<file path="src/rtl/bin_to_bcd_seq.sv">
// Sequential binary-to-BCD converter (double-dabble, one bit per clock)
// with a start/busy/done handshake and a registered BCD result.
module bin_to_bcd_seq #(
  parameter int WIDTH  = 8,
  parameter int DIGITS = 3
) (
  input  logic                  clk,
  input  logic                  rst_n,
  input  logic                  start,
  input  logic [WIDTH-1:0]      bin,
  output logic                  busy,
  output logic                  done,
  output logic [4*DIGITS-1:0]   bcd
);

  localparam int CW = $clog2(WIDTH + 1);

  localparam logic [1:0] S_IDLE  = 2'd0;
  localparam logic [1:0] S_SHIFT = 2'd1;
  localparam logic [1:0] S_DONE  = 2'd2;

  // True when DIGITS decimal digits can hold the largest WIDTH-bit value.
  function automatic bit digits_ok(input int w, input int d);
    longint max_val;
    longint pow10;
    max_val = (longint'(1) << w) - 1;
    pow10   = 1;
    for (int i = 0; i < d; i++) begin
      if (pow10 <= max_val) pow10 = pow10 * 10;
    end
    return pow10 > max_val;
  endfunction

  if (WIDTH < 1) begin : g_bad_width
    $fatal(1, "bin_to_bcd_seq: WIDTH must be at least 1");
  end
  if (!digits_ok(WIDTH, DIGITS)) begin : g_bad_digits
    $fatal(1, "bin_to_bcd_seq: DIGITS too small for WIDTH");
  end

  logic [1:0]          state;
  logic [WIDTH-1:0]    shreg;
  logic [4*DIGITS-1:0] scratch;
  logic [CW-1:0]       cnt;

  logic [4*DIGITS-1:0] corrected;
  logic [4*DIGITS-1:0] scratch_nx;
  logic [WIDTH-1:0]    shreg_nx;

  // Add-3 correction on each digit, then one combined left shift.
  always_comb begin
    corrected = scratch;
    for (int k = 0; k < DIGITS; k++) begin
      if (scratch[4*k +: 4] >= 4'd5) corrected[4*k +: 4] = scratch[4*k +: 4] + 4'd3;
    end
    {scratch_nx, shreg_nx} = {corrected[4*DIGITS-2:0], shreg, 1'b0};
  end

  always_ff @(posedge clk or negedge rst_n) begin
    if (!rst_n) begin
      state   <= S_IDLE;
      shreg   <= '0;
      scratch <= '0;
      cnt     <= '0;
      bcd     <= '0;
    end else begin
      case (state)
        S_IDLE: begin
          if (start) begin
            shreg   <= bin;
            scratch <= '0;
            cnt     <= CW'(WIDTH);
            state   <= S_SHIFT;
          end
        end
        S_SHIFT: begin
          shreg   <= shreg_nx;
          scratch <= scratch_nx;
          cnt     <= cnt - CW'(1);
          if (cnt == CW'(1)) begin
            bcd   <= scratch_nx;
            state <= S_DONE;
          end
        end
        S_DONE:  state <= S_IDLE;
        default: state <= S_IDLE;
      endcase
    end
  end

  assign busy = (state == S_SHIFT);
  assign done = (state == S_DONE);

endmodule
</file>
<file path="config.mk">
export PLATFORM = sky130hd
export DESIGN_NAME = bin_to_bcd_seq
export DESIGN_NICKNAME = d
export VERILOG_FILES = /design/src/rtl/bin_to_bcd_seq.sv
export SDC_FILE = /design/constraint.sdc
export NUM_CORES = 1
export LEC_CHECK = 0
export ABC_AREA = 1
export BUFFER_PORTS_ARGS = -buffer_cell sky130_fd_sc_hd__buf_2
export CORE_MARGIN = 1
export CORE_UTILIZATION = 50
export DETAILED_ROUTE_END_ITERATION = 10
export PLACE_DENSITY = 0.7
export SYNTH_ARGS = -nofsm -noshare
export SYNTH_HDL_FRONTEND = slang
export SYNTH_SLANG_ARGS = --single-unit
</file>
<file path="constraint.sdc">
create_clock -name clk -period 1.75 [get_ports clk]
set_clock_uncertainty 0.05 [all_clocks]
set_input_delay 0.175 -clock clk [delete_from_list [all_inputs] [get_ports clk]]
set_output_delay 0.175 -clock clk [all_outputs]
set_load 0.01 [all_outputs]
</file>
Word-level counts from Yosys, hierarchy flattened
Cells that the tools add are included.
{ "word_totals": {"regBits": 38, "out_inout_bits": 14, "inputBits": 11, "word_cells": 34} }
{ "classes": {"order_cmp": 3, "n_reduce_logical": 5, "n_eq_ne": 5, "n_addsub": 4, "n_mux": 12} }
{ "op_table": {"columns": ["op", "count"], "rows": [
  ["case mux 12 bit (2 select lines)", 1],
  ["case mux 8 bit (2 select lines)", 1],
  ["greater-or-equal comparator 4 x 3 -> 1 bit (second input constant)", 3],
  ["2-to-1 mux 12 bit", 1],
  ["2-to-1 mux 4 bit", 3],
  ["adder 4 x 2 -> 4 bit (second input constant)", 2],
  ["2-to-1 mux 8 bit", 1],
  ["case mux 4 bit (2 select lines)", 1],
  ["AND reduction 2 bit", 3],
  ["equality test 4 x 1 -> 1 bit (second input constant)", 1],
  ["2-to-1 mux 2 bit", 2],
  ["case mux 2 bit (2 select lines)", 1],
  ["subtractor 4 x 1 -> 4 bit (second input constant)", 1],
  ["adder 3 x 2 -> 3 bit (second input constant)", 1],
  ["2-to-1 mux 3 bit", 1],
  ["equality test 2 x 1 -> 1 bit (second input constant)", 1],
  ["equality test 2 bit (second input constant)", 1],
  ["zero test 2 bit", 1],
  ["inequality test 2 x 1 -> 1 bit (second input constant)", 1],
  ["inequality test 2 bit (second input constant)", 1],
  ["nonzero test 2 bit", 1]
]} }

Depth between registers and ports, before layout
Gate-level depths: netlist of the first run.
{ "logic_depth": {"depth_word": 3, "mapped_depth": 9, "depth_no_buf": 9} }

Worst setup path before layout of the first run
OpenSTA, ideal clock, no wires.
{ "synth_path": {"path_kind": "register to register", "start": "register cnt[1]", "end": "register bcd[4]", "setup_time_ns": 0.118, "n_path_buf": 1, "t_required_ns": 1.582, "arrival_ns": 1.131, "path_stages_with_launch": 9, "synth_period_minus_slack_ns": 1.299, "slack_ns": 0.451, "path_cell_list": "dfrtp_1 inv_1 ha_1 nand3_1 nor2_4 inv_2 buf_2 nand2_1 nand2_1"} }
{ "synth_via": {"elab_chain_cells": 2} }
{ "synth_lines": {"columns": ["element", "line_no", "text"], "rows": [
  ["start: declaration", "44", "logic [CW-1:0] cnt;"],
  ["start signal: assignment", "72", "cnt <= CW'(WIDTH);"],
  ["start signal: assignment", "79", "cnt <= cnt - CW'(1);"],
  ["equality test 4 x 1 -> 1 bit", "80", "if (cnt == CW'(1)) begin"],
  ["AND reduction 2 bit (no source line)", null, null],
  ["end signal: assignment", "81", "bcd <= scratch_nx;"],
  ["end: declaration", "13", "output logic [4*DIGITS-1:0] bcd"]
]} }
Every way passes these cells.
A chain may end at the register's enable or synchronous reset.

Worst setup path in the final report of the first run
{ "layout_path": {"start": "register state[1]", "end": "output busy"} }
{ "layout_via": {"elab_chain_cells": 1} }
{ "layout_lines": {"columns": ["element", "line_no", "text"], "rows": [
  ["start: declaration", "41", "logic [1:0] state;"],
  ["start signal: assignment", "61", "state <= S_IDLE;"],
  ["start signal: assignment", "73", "state <= S_SHIFT;"],
  ["start signal: assignment", "82", "state <= S_DONE;"],
  ["equality test 2 x 1 -> 1 bit", "91", "assign busy = (state == S_SHIFT);"],
  ["end: declaration", "11", "output logic busy,"]
]} }
Every way passes these cells.

==> results.md, run 1 <==
- Switch share: 41.06%
- Setup TNS: 0 ps
- Post-synthesis sequential area ratio: 51.46%
- Final setup viols: 0
- Top cell type's share of synthesized area: 51.46%
- Minimum clock period: 1518 ps
- Initial antenna violation count: 0
- Hold Violations, Final: 0
- TritonRoute pass-1 iters: 6
- Worst EP arrival: 1290 ps
- Avg Synthesized Cell Area: 8.035 um^2
- DRT iter0 DRCs: 146
- Clock root cell: clkbuf_8
- Unrepaired setup endpoints after global routing: false
- Clock Latency Late Sink: 290 ps
- Avg Vias per Cell: 4.925
- Final net count: 279
- Dpl hpwl: 2423 um
- Cell variety after synth: 18
- Fmax: 658.6 MHz
- Power per cell area: 1787 nW/um^2
- Logic gate share of total power: 42.2%
- Register bit total from synthesis: 38
- Clock transition at path regs: 70 ps
- Yosys warns: 0
- Crit path launch type: flop
- Slew @ Worst Pin: 371.2 ps
- Num CTS Buffers: 5
- Initial Util: 53.69%
- Maxcap violations: 0
- First-pass GRT wire length: 6196 um
- Post-Synthesis Net Count: 249
- Pin count of the biggest net entering global routing: 39
- Layout cells sized above 1: 16.48%
- Drc violations: 0
- Worst stage delay on the critical path: 420 ps
- Port Buf Inserts: 24
- Core Util, Final: 62.34%
- Routed Antenna Nets: 0
- Row Count: 21
- HP Class: input port to flop
- Sw Pwr: 1.574 mW
- Clock Path Buffers: 2
- Outcome: finished clean
- Max-slew headroom: 75.23%
- Power share of the clock group: 18.9%
- Cell area after layout: 2146 um^2
- WL final: 3457 um
- Die Area: 3943 um^2
- VDD IR max: 0.0008151 V
- Placed Area: 2027 um^2
- Final Cycle Share: 86.76%
- Vias in the first global route: 1,411
- Core area: 3442 um^2
- Tot GR Track Use: 20.47%
- CTS sink count: 38
- Main area contributors after synthesis: dfrtp_1, nand2_1, nand3_1
- Int Pwr: 2.260 mW
- P&R area growth vs syn: 16.11%
- CP Data Required Time: 1520 ps
- Placer Congestion: 0.8445
- Worst path slowest cell: dfrtp_1
- Crit path kind: flop to output pin
- Cells after Synth: 230
- IO Count: 25
- Area leader, netlist: dfrtp_1
- Drt wl/cell: 11.26 um
- # diodes: 0
- Via count: 1,512
- CTS tree: done
- Worst hold slack: 30.41 ps
- Die X: 62.80 um
- Crit-path cells: nor2_4 > buf_4 > buf_2
- # H-tree levels: 2
- Seq pwr share: 38.9%
- Total grt overflow: 0
- Crit path max fanout: 23
- Cell Area, Synth: 1848 um^2
- CTS resizes: 0
- Die Y: 62.80 um
- Crit end category: output pin
- P_leak: 1.181 nW
- Fin. max-slew vios: 0
-- path summary, 6_finish.rpt --
path / from / cells after the start / to / slack, ps
worst max-delay path: state[1]$_DFFE_PN0P_ / 3 / busy / 230
worst min-delay path: bin[0] / 3 / shreg[0]$_DFFE_PN0P_ / 30
worst max register to register: cnt[1]$_DFFE_PN0P_ / 7 / bcd[11]$_DFFE_PN0P_ / 310
worst min register to register: shreg[0]$_DFFE_PN0P_ / 2 / shreg[0]$_DFFE_PN0P_ / 420
max in group asynchronous: rst_n / 3 / scratch[2]$_DFFE_PN0P_ / 1140
min in group asynchronous: rst_n / 3 / scratch[9]$_DFFE_PN0P_ / 320
-- critical path: cells and delay by family (launching register included) --
family / cells / cell delay [ps]
buffers and inverters: 2 / 450
and+or+nand+nor: 1 / 130
DFF: 1 / 420
-- power groups by stage --
stage / logic, mW / registers, mW / clock network, mW
after global placement: 1.60 / 1.50 / 0
after floorplan: 1.18 / 1.51 / 0
after CTS: 1.63 / 1.49 / 0.741
after detailed placement: 1.62 / 1.51 / 0
final: 1.62 / 1.49 / 0.725
after global routing: 1.90 / 1.54 / 0.779
-- cell type report --
cell class | instances | area (um^2)
clock buffers | 5 | 68.82
clock inverters | 3 | 40.04
fillers | 318 | 1296
inverters | 24 | 90.09
multi-input cells | 163 | 773.2
flip-flops and latches | 38 | 950.9
well taps | 46 | 57.56
repair buffers | 28 | 165.2
-- per-stage QoR --
step                instances  power, mW  setup slack (ps)
finish                    307      3.834             231.7
global route              307      4.221             127.5
CTS                       307      3.863             218.8
detailed placement        298      3.130             307.8
global placement          298      3.103             381.0
floorplan                 230      2.693             451.2
-- logic make-up after synthesis --
family / count (synthesis) / share of synthesized area (%)
AO/OA/AOI/OAI: 16 / 4.604
adder cells (fa/ha/maj): 8 / 5.417
buffers and inverters: 29 / 6.702
flip-flops: 38 / 51.46
AND/OR/NAND/NOR: 139 / 31.82
-- registers in the layout (all words and copies together), names as in the netlist --
signal,cells
bcd,12
state,2
shreg,8
cnt,4
scratch,12
-- Yosys cell counts --
cell,number
a21boi_0,1
a21oi_1,1
buf_2,3
buf_4,1
buf_6,1
dfrtp_1,38
ha_1,8
inv_1,20
inv_2,4
nand2_1,97
nand2_2,1
nand3_1,29
nand4_1,4
nor2_1,5
nor2_2,1
nor2_4,2
o21ai_0,12
o22ai_1,2
-- cell usage in the layout (no fill, tap or decap), types with 4 or more instances in the layout --
cell / synthesis / routed
o21ai_0: 12 / 12
nor2_1: 5 / 5
buf_2: 3 / 24
nand4_1: 4 / 4
nand2_1: 97 / 97
inv_1: 20 / 20
dfrtp_1: 38 / 38
nand3_1: 29 / 29
inv_2: 4 / 4
clkbuf_8: 0 / 5
ha_1: 8 / 8
-- timing repair --
action | CTS | global route
setup buffers | 0 | 0
endpoints found under the hold margin | 38 | 0
endpoints found under the setup margin | 0 | 0
hold buffers | 1 | 0
-- per-layer routing --
layer	vias up	global-route usage, %	part of all wire (%)
li1	788	-	-
met1	686	25.71	50
met2	31	32.20	45
met3	7	6.387	3.9
met4	0	9.302	1.7
met5	-	0	0
Power figures use the tool's default switching activity.
==> run 2: changes to the inputs <==
- CORE_UTILIZATION: 50 -> 56
- PLACE_DENSITY: 0.7 -> 0.77
==> results.md, run 2 (synthesis gave the netlist of run 1 again) <==
- Drc violations: 0 (unchanged)
- Worst Reg-to-Reg Cells: 7 (unchanged)
- Slew @ Worst Pin: 471.8 ps (was 371.2 ps)
- Drt wl/cell: 11.36 um (was 11.26 um)
- Most frequent cells in the layout: nand2_1, dfrtp_1, nand3_1 (unchanged)
- Worst r2r src: cnt[1]$_DFFE_PN0P_ (unchanged)
- Wl on met1: 1543 um (was 1713 um)
- Biggest regs: bcd: 12 flops, scratch: 12 flops, shreg: 8 flops (unchanged)
- Clock Path Buffers: 2 (unchanged)
- P_leak: 1.188 nW (was 1.181 nW)
- Placed Area: 2012 um^2 (was 2027 um^2)
- Minimum clock period: 1576 ps (was 1518 ps)
- HP Start: start (was bin[0])
- CTS tree: done (unchanged)
- Tot GR Track Use: 23.70% (was 20.47%)
- Total grt overflow: 0 (unchanged)
- Dpl ws: 329.2 ps (was 307.8 ps)
- First-pass GRT wire length: 6134 um (was 6196 um)
- Crit end category: output pin (unchanged)
- Setup TNS: 0 ps (unchanged)
- Worst EP arrival: 1350 ps (was 1290 ps)
- Final WS setup: 173.8 ps (was 231.7 ps)
- Cell area after layout: 2162 um^2 (was 2146 um^2)
- Top Layer Used: met4 (unchanged)
- Outcome: finished clean (unchanged)
- Die Y: 59.45 um (was 62.80 um)
- Setup bufs post-CTS: 0 (unchanged)
- Hold Violations, Final: 0 (unchanged)
- CP Data Required Time: 1520 ps (about the same)
- Layout cells sized above 1: 15.61% (was 16.48%)
- Overall Power: 3.613 mW (was 3.834 mW)
- Final setup viols: 0 (unchanged)
- Crit path max fanout: 23 (unchanged)
- Fmax: 634.4 MHz (was 658.6 MHz)
- WL final: 3555 um (was 3457 um)
- Num CTS Buffers: 5 (unchanged)
- Crit path launch type: flop (unchanged)
- Initial antenna violation count: 0 (unchanged)
- Row Count: 20 (was 21)
- Avg Vias per Cell: 5.096 (was 4.925)
- Fin. max-slew vios: 0 (unchanged)
- RR Endpoint: bcd[11]$_DFFE_PN0P_ (unchanged)
- Clock root cell: clkbuf_4 (was clkbuf_8)
- Placer Congestion: 0.8449 (was 0.8445)
- P&R area growth vs syn: 16.99% (was 16.11%)
- Met3 Wirelength: 140 um (was 134 um)
- Core Util, Final: 69.68% (was 62.34%)
- Dpl hpwl: 2427 um (was 2423 um)
- Hold EP: scratch[3]$_DFFE_PN0P_ (was shreg[0]$_DFFE_PN0P_)
- Pin count of the biggest net entering global routing: 39 (unchanged)
- WHS Path Cells: 4 (was 3)
- Final net count: 287 (was 279)
- Met2 wire length: 1812 um (was 1549 um)
- Routed Antenna Nets: 0 (unchanged)
- VDD IR max: 0.0007291 V (was 0.0008151 V)
- Port Buf Inserts: 24 (unchanged)
- Crit path kind: flop to output pin (unchanged)
- # diodes: 0 (unchanged)
- IO Count: 25 (unchanged)
- Initial Util: 59.56% (was 53.69%)
- Via count: 1,595 (was 1,512)
- Max-slew headroom: 68.55% (was 75.23%)
- Core area: 3103 um^2 (was 3442 um^2)
- Power per cell area: 1671 nW/um^2 (was 1787 nW/um^2)
- Final Cycle Share: 90.07% (was 86.76%)
- DRT iter0 DRCs: 81 (was 146)
- Maxcap violations: 0 (unchanged)
- Vias in the first global route: 1,466 (was 1,411)
- # H-tree levels: 2 (unchanged)
- Unrepaired setup endpoints after global routing: false (unchanged)
- Clock Latency Late Sink: 360 ps (was 290 ps)
- Die X: 59.45 um (was 62.80 um)
- R2R setup slack: 330 ps (was 310 ps)
- CTS sink count: 38 (unchanged)
- TritonRoute pass-1 iters: 4 (was 6)
- HP Class: input port to flop (unchanged)
- Most common cell after layout, fill and taps aside: nand2_1 (unchanged)
- Die Area: 3534 um^2 (was 3943 um^2)
- Clock transition at path regs: 120 ps (was 70 ps)
==> run 2: changes by cell type in the layout (fill, tap and decap cells not counted) <==
| cell | delta |
|---|---|
| dlygate4sd3_1 | +8 |
| clkbuf_4 | +5 |
| clkbuf_8 | -4 |
| buf_12 | -1 |
| buf_4 | +1 |
| bufinv_16 | -1 |
| clkbuf_1 | +1 |
| clkinv_2 | -1 |
==> run 2: timing repair <==
item	in CTS	in global routing
hold endpoints to repair	46	0
hold buffers	9	0
gates resized for setup	0	0
endpoints found under the setup margin	0	0
==> run 2: report_power, final <==
group / switching [mW] / total, mW / internal [mW]
Clock: 0.296 / 0.491 / 0.195
Combinational: 1.03 / 1.63 / 0.600
Sequential: 0.241 / 1.49 / 1.25
Total: 1.57 / 3.61 / 2.04
==> run 2: worst max-delay path by stage <==
stage | startpoint | end
2_1_floorplan | cnt[1]$_DFFE_PN0P_ | bcd[4]$_DFFE_PN0P_
3_3_place_gp | cnt[1]$_DFFE_PN0P_ | bcd[11]$_DFFE_PN0P_
3_5_place_dp | cnt[1]$_DFFE_PN0P_ | bcd[11]$_DFFE_PN0P_
4_1_cts | state[1]$_DFFE_PN0P_ | busy
5_1_grt | state[0]$_DFFE_PN0P_ | busy
6_report | state[1]$_DFFE_PN0P_ | busy
==> run 2: area by class of cell <==
class	instances	area, um^2
Fill cell	272	940.9
Sequential cell	38	950.9
Inverter	24	90.09
Tap cell	44	55.05
Clock buffer	7	55.05
Timing Repair Buffer	36	232.7
Multi-Input combinational cell	163	773.2
Clock inverter	1	5.005
==> run 2: critical path: stages, from the launching register on <==
cell     delay (ps)
dfrtp_1         430
nor2_4          120
buf_4           260
buf_2           180
==> run 2: per-layer routing <==
layer / vias to the layer above / global-route usage (%)
met2: 34 / 38.52
met5: - / 0
met1: 752 / 28.57
li1: 804 / -
met4: 0 / 12.24
met3: 5 / 6.769
==> run 2: metrics by stage <==
stage / std cells / hold WS [ps]
after floorplan: 230 / -170.6
after global placement: 296 / 201.1
after detailed placement: 296 / 199.9
after CTS: 313 / 196.3
after global routing: 313 / 228.2
final: 313 / 197.4
==> run 3: changes to the inputs <==
- REMOVE_ABC_BUFFERS: not set -> 1
==> results.md, run 3 (synthesis gave the netlist of run 1 again) <==
- Fmax: 629.8 MHz (was 634.4 MHz)
- Sw Pwr: 1.603 mW (was 1.572 mW)
- Crit end category: output pin (unchanged)
- Crit path kind: flop to output pin (unchanged)
- Clock root cell: clkbuf_4 (unchanged)
- Initial Util: 59.56% (unchanged)
- HP Class: input port to flop (unchanged)
- Overall Power: 3.942 mW (was 3.613 mW)
- Die Y: 59.45 um (unchanged)
- Port Buf Inserts: 24 (unchanged)
- Row Count: 20 (unchanged)
- Die X: 59.45 um (unchanged)
- Core Util, Final: 71.73% (was 69.68%)
- Slew @ Worst Pin: 398.6 ps (was 471.8 ps)
- WL final: 3745 um (was 3555 um)
- Vias in the first global route: 1,433 (was 1,466)
- IO Count: 25 (unchanged)
- Crit path max fanout: 23 (unchanged)
- Final Cycle Share: 90.73% (was 90.07%)
- Int Pwr: 2.338 mW (was 2.041 mW)
- Placer Congestion: 0.8758 (was 0.8449)
- Outcome: finished clean (unchanged)
- TritonRoute pass-1 iters: 4 (unchanged)
- Via count: 1,603 (was 1,595)
- CTS tree: done (unchanged)
- Core area: 3103 um^2 (unchanged)
- Power share of the clock group: 19.8% (was 13.6%)
- Clock Latency Late Sink: 350 ps (was 360 ps)
- Maxcap violations: 0 (unchanged)
- Final net count: 287 (unchanged)
- Drc violations: 0 (unchanged)
- P_leak: 1.215 nW (was 1.188 nW)
- Unrepaired setup endpoints after global routing: false (unchanged)
- CP Data Required Time: 1520 ps (about the same)
- Drt wl/cell: 11.96 um (was 11.36 um)
- Most common cell after layout, fill and taps aside: nand2_1 (unchanged)
- Total grt overflow: 0 (unchanged)
- Avg Vias per Cell: 5.121 (was 5.096)
- Dpl hpwl: 2452 um (was 2427 um)
- VDD IR max: 0.0009229 V (was 0.0007291 V)
- First-pass GRT wire length: 6216 um (was 6134 um)
- Setup TNS: 0 ps (unchanged)
- DRT iter0 DRCs: 73 (was 81)
- Initial antenna violation count: 0 (unchanged)
- Num CTS Buffers: 5 (unchanged)
- Routed Antenna Nets: 0 (unchanged)
- Worst EP arrival: 1360 ps (was 1350 ps)
- Crit path launch type: flop (unchanged)
- Clock Path Buffers: 2 (unchanged)
- Die Area: 3534 um^2 (unchanged)
- Hold Violations, Final: 0 (unchanged)
- Seq pwr share: 37.7% (was 41.2%)
- Filler Cells Inserted: 263 (was 272)
- # H-tree levels: 2 (unchanged)
- Setup bufs post-CTS: 0 (unchanged)
- Minimum clock period: 1588 ps (was 1576 ps)
- Worst hold slack: 208.0 ps (was 197.4 ps)
- Clock transition at path regs: 110 ps (was 120 ps)
- Switch share: 40.68% (was 43.50%)
- Layout cells sized above 1: 15.99% (was 15.61%)
- Max-slew headroom: 73.40% (was 68.55%)
- Pin count of the biggest net entering global routing: 39 (unchanged)
- Biggest regs: bcd: 12 flops, scratch: 12 flops, shreg: 8 flops (unchanged)
- Tot GR Track Use: 24.42% (was 23.70%)
- Power per cell area: 1771 nW/um^2 (was 1671 nW/um^2)
- # diodes: 0 (unchanged)
- Logic gate share of total power: 42.4% (was 45.2%)
- Final setup viols: 0 (unchanged)
- Most frequent cells in the layout: nand2_1, dfrtp_1, nand3_1 (unchanged)
- P&R area growth vs syn: 20.45% (was 16.99%)
- Fin. max-slew vios: 0 (unchanged)
- CTS sink count: 38 (unchanged)
## run 3: cell types whose count changed in the layout (fill, tap and decap cells not counted), sizes merged
cell / previous run / this run
clkinv: 1 / 0
bufinv: 0 / 2
clkbuf: 7 / 6
## run 3: stage by stage
stage,cell area [um^2],std cells,setup WS [ps]
finish,2226,313,162.2
global route,2226,313,80.18
CTS,2226,313,147.5
detailed placement,2024,296,397.2
global placement,2024,296,422.2
floorplan,1814,225,199.2
## run 3: critical path, stage by stage, from the launching register on
cell and delay, ps:
dfrtp_1 430, nor2_4 120, buf_4 270, buf_2 180
## run 3: metal layers
layer | routed length, um | global-route usage (%)
met1 | 1684 | 29.52
met2 | 1807 | 40.13
met3 | 162 | 5.022
met4 | 90 | 14.29
met5 | 0 | 0
## run 3: power by group through the flow
stage          clock (mW)  sequential, mW  combinational (mW)
3_5_place_dp            0            1.50                1.65
6_report            0.782            1.49                1.67
2_1_floorplan           0            1.51                1.13
4_1_cts             0.797            1.48                1.68
3_3_place_gp            0            1.49                1.61
5_1_grt             0.834            1.53                1.93
## run 3: repair_timing
action | 4_1_cts | 5_1_grt
hold buffers | 9 | 0
resized for setup | 0 | 0
hold endpoints to repair | 46 | 0
## run 3: worst paths after layout
kind	endpoint	slack, ps	cells after the start	start
min	cnt[1]$_DFFE_PN0P_	210	4	start
max	busy	160	3	state[1]$_DFFE_PN0P_
min in group asynchronous	scratch[2]$_DFFE_PN0P_	260	3	rst_n
min reg2reg	bcd[3]$_DFFE_PN0P_	430	2	bcd[3]$_DFFE_PN0P_
max in group asynchronous	bcd[6]$_DFFE_PN0P_	1200	3	rst_n
max reg2reg	scratch[2]$_DFFE_PN0P_	340	8	scratch[0]$_DFFE_PN0P_
## run 3: area by class of cell
class / instances / area [um^2] / share of cell area, %
well taps: 44 / 55.05 / 2.473
clock buffers: 6 / 51.30 / 2.305
clock inverters: 2 / 60.06 / 2.698
flip-flops and latches: 38 / 950.9 / 42.72
inverters: 24 / 90.09 / 4.047
multi-input cells: 163 / 773.2 / 34.74
repair buffers: 36 / 245.2 / 11.02
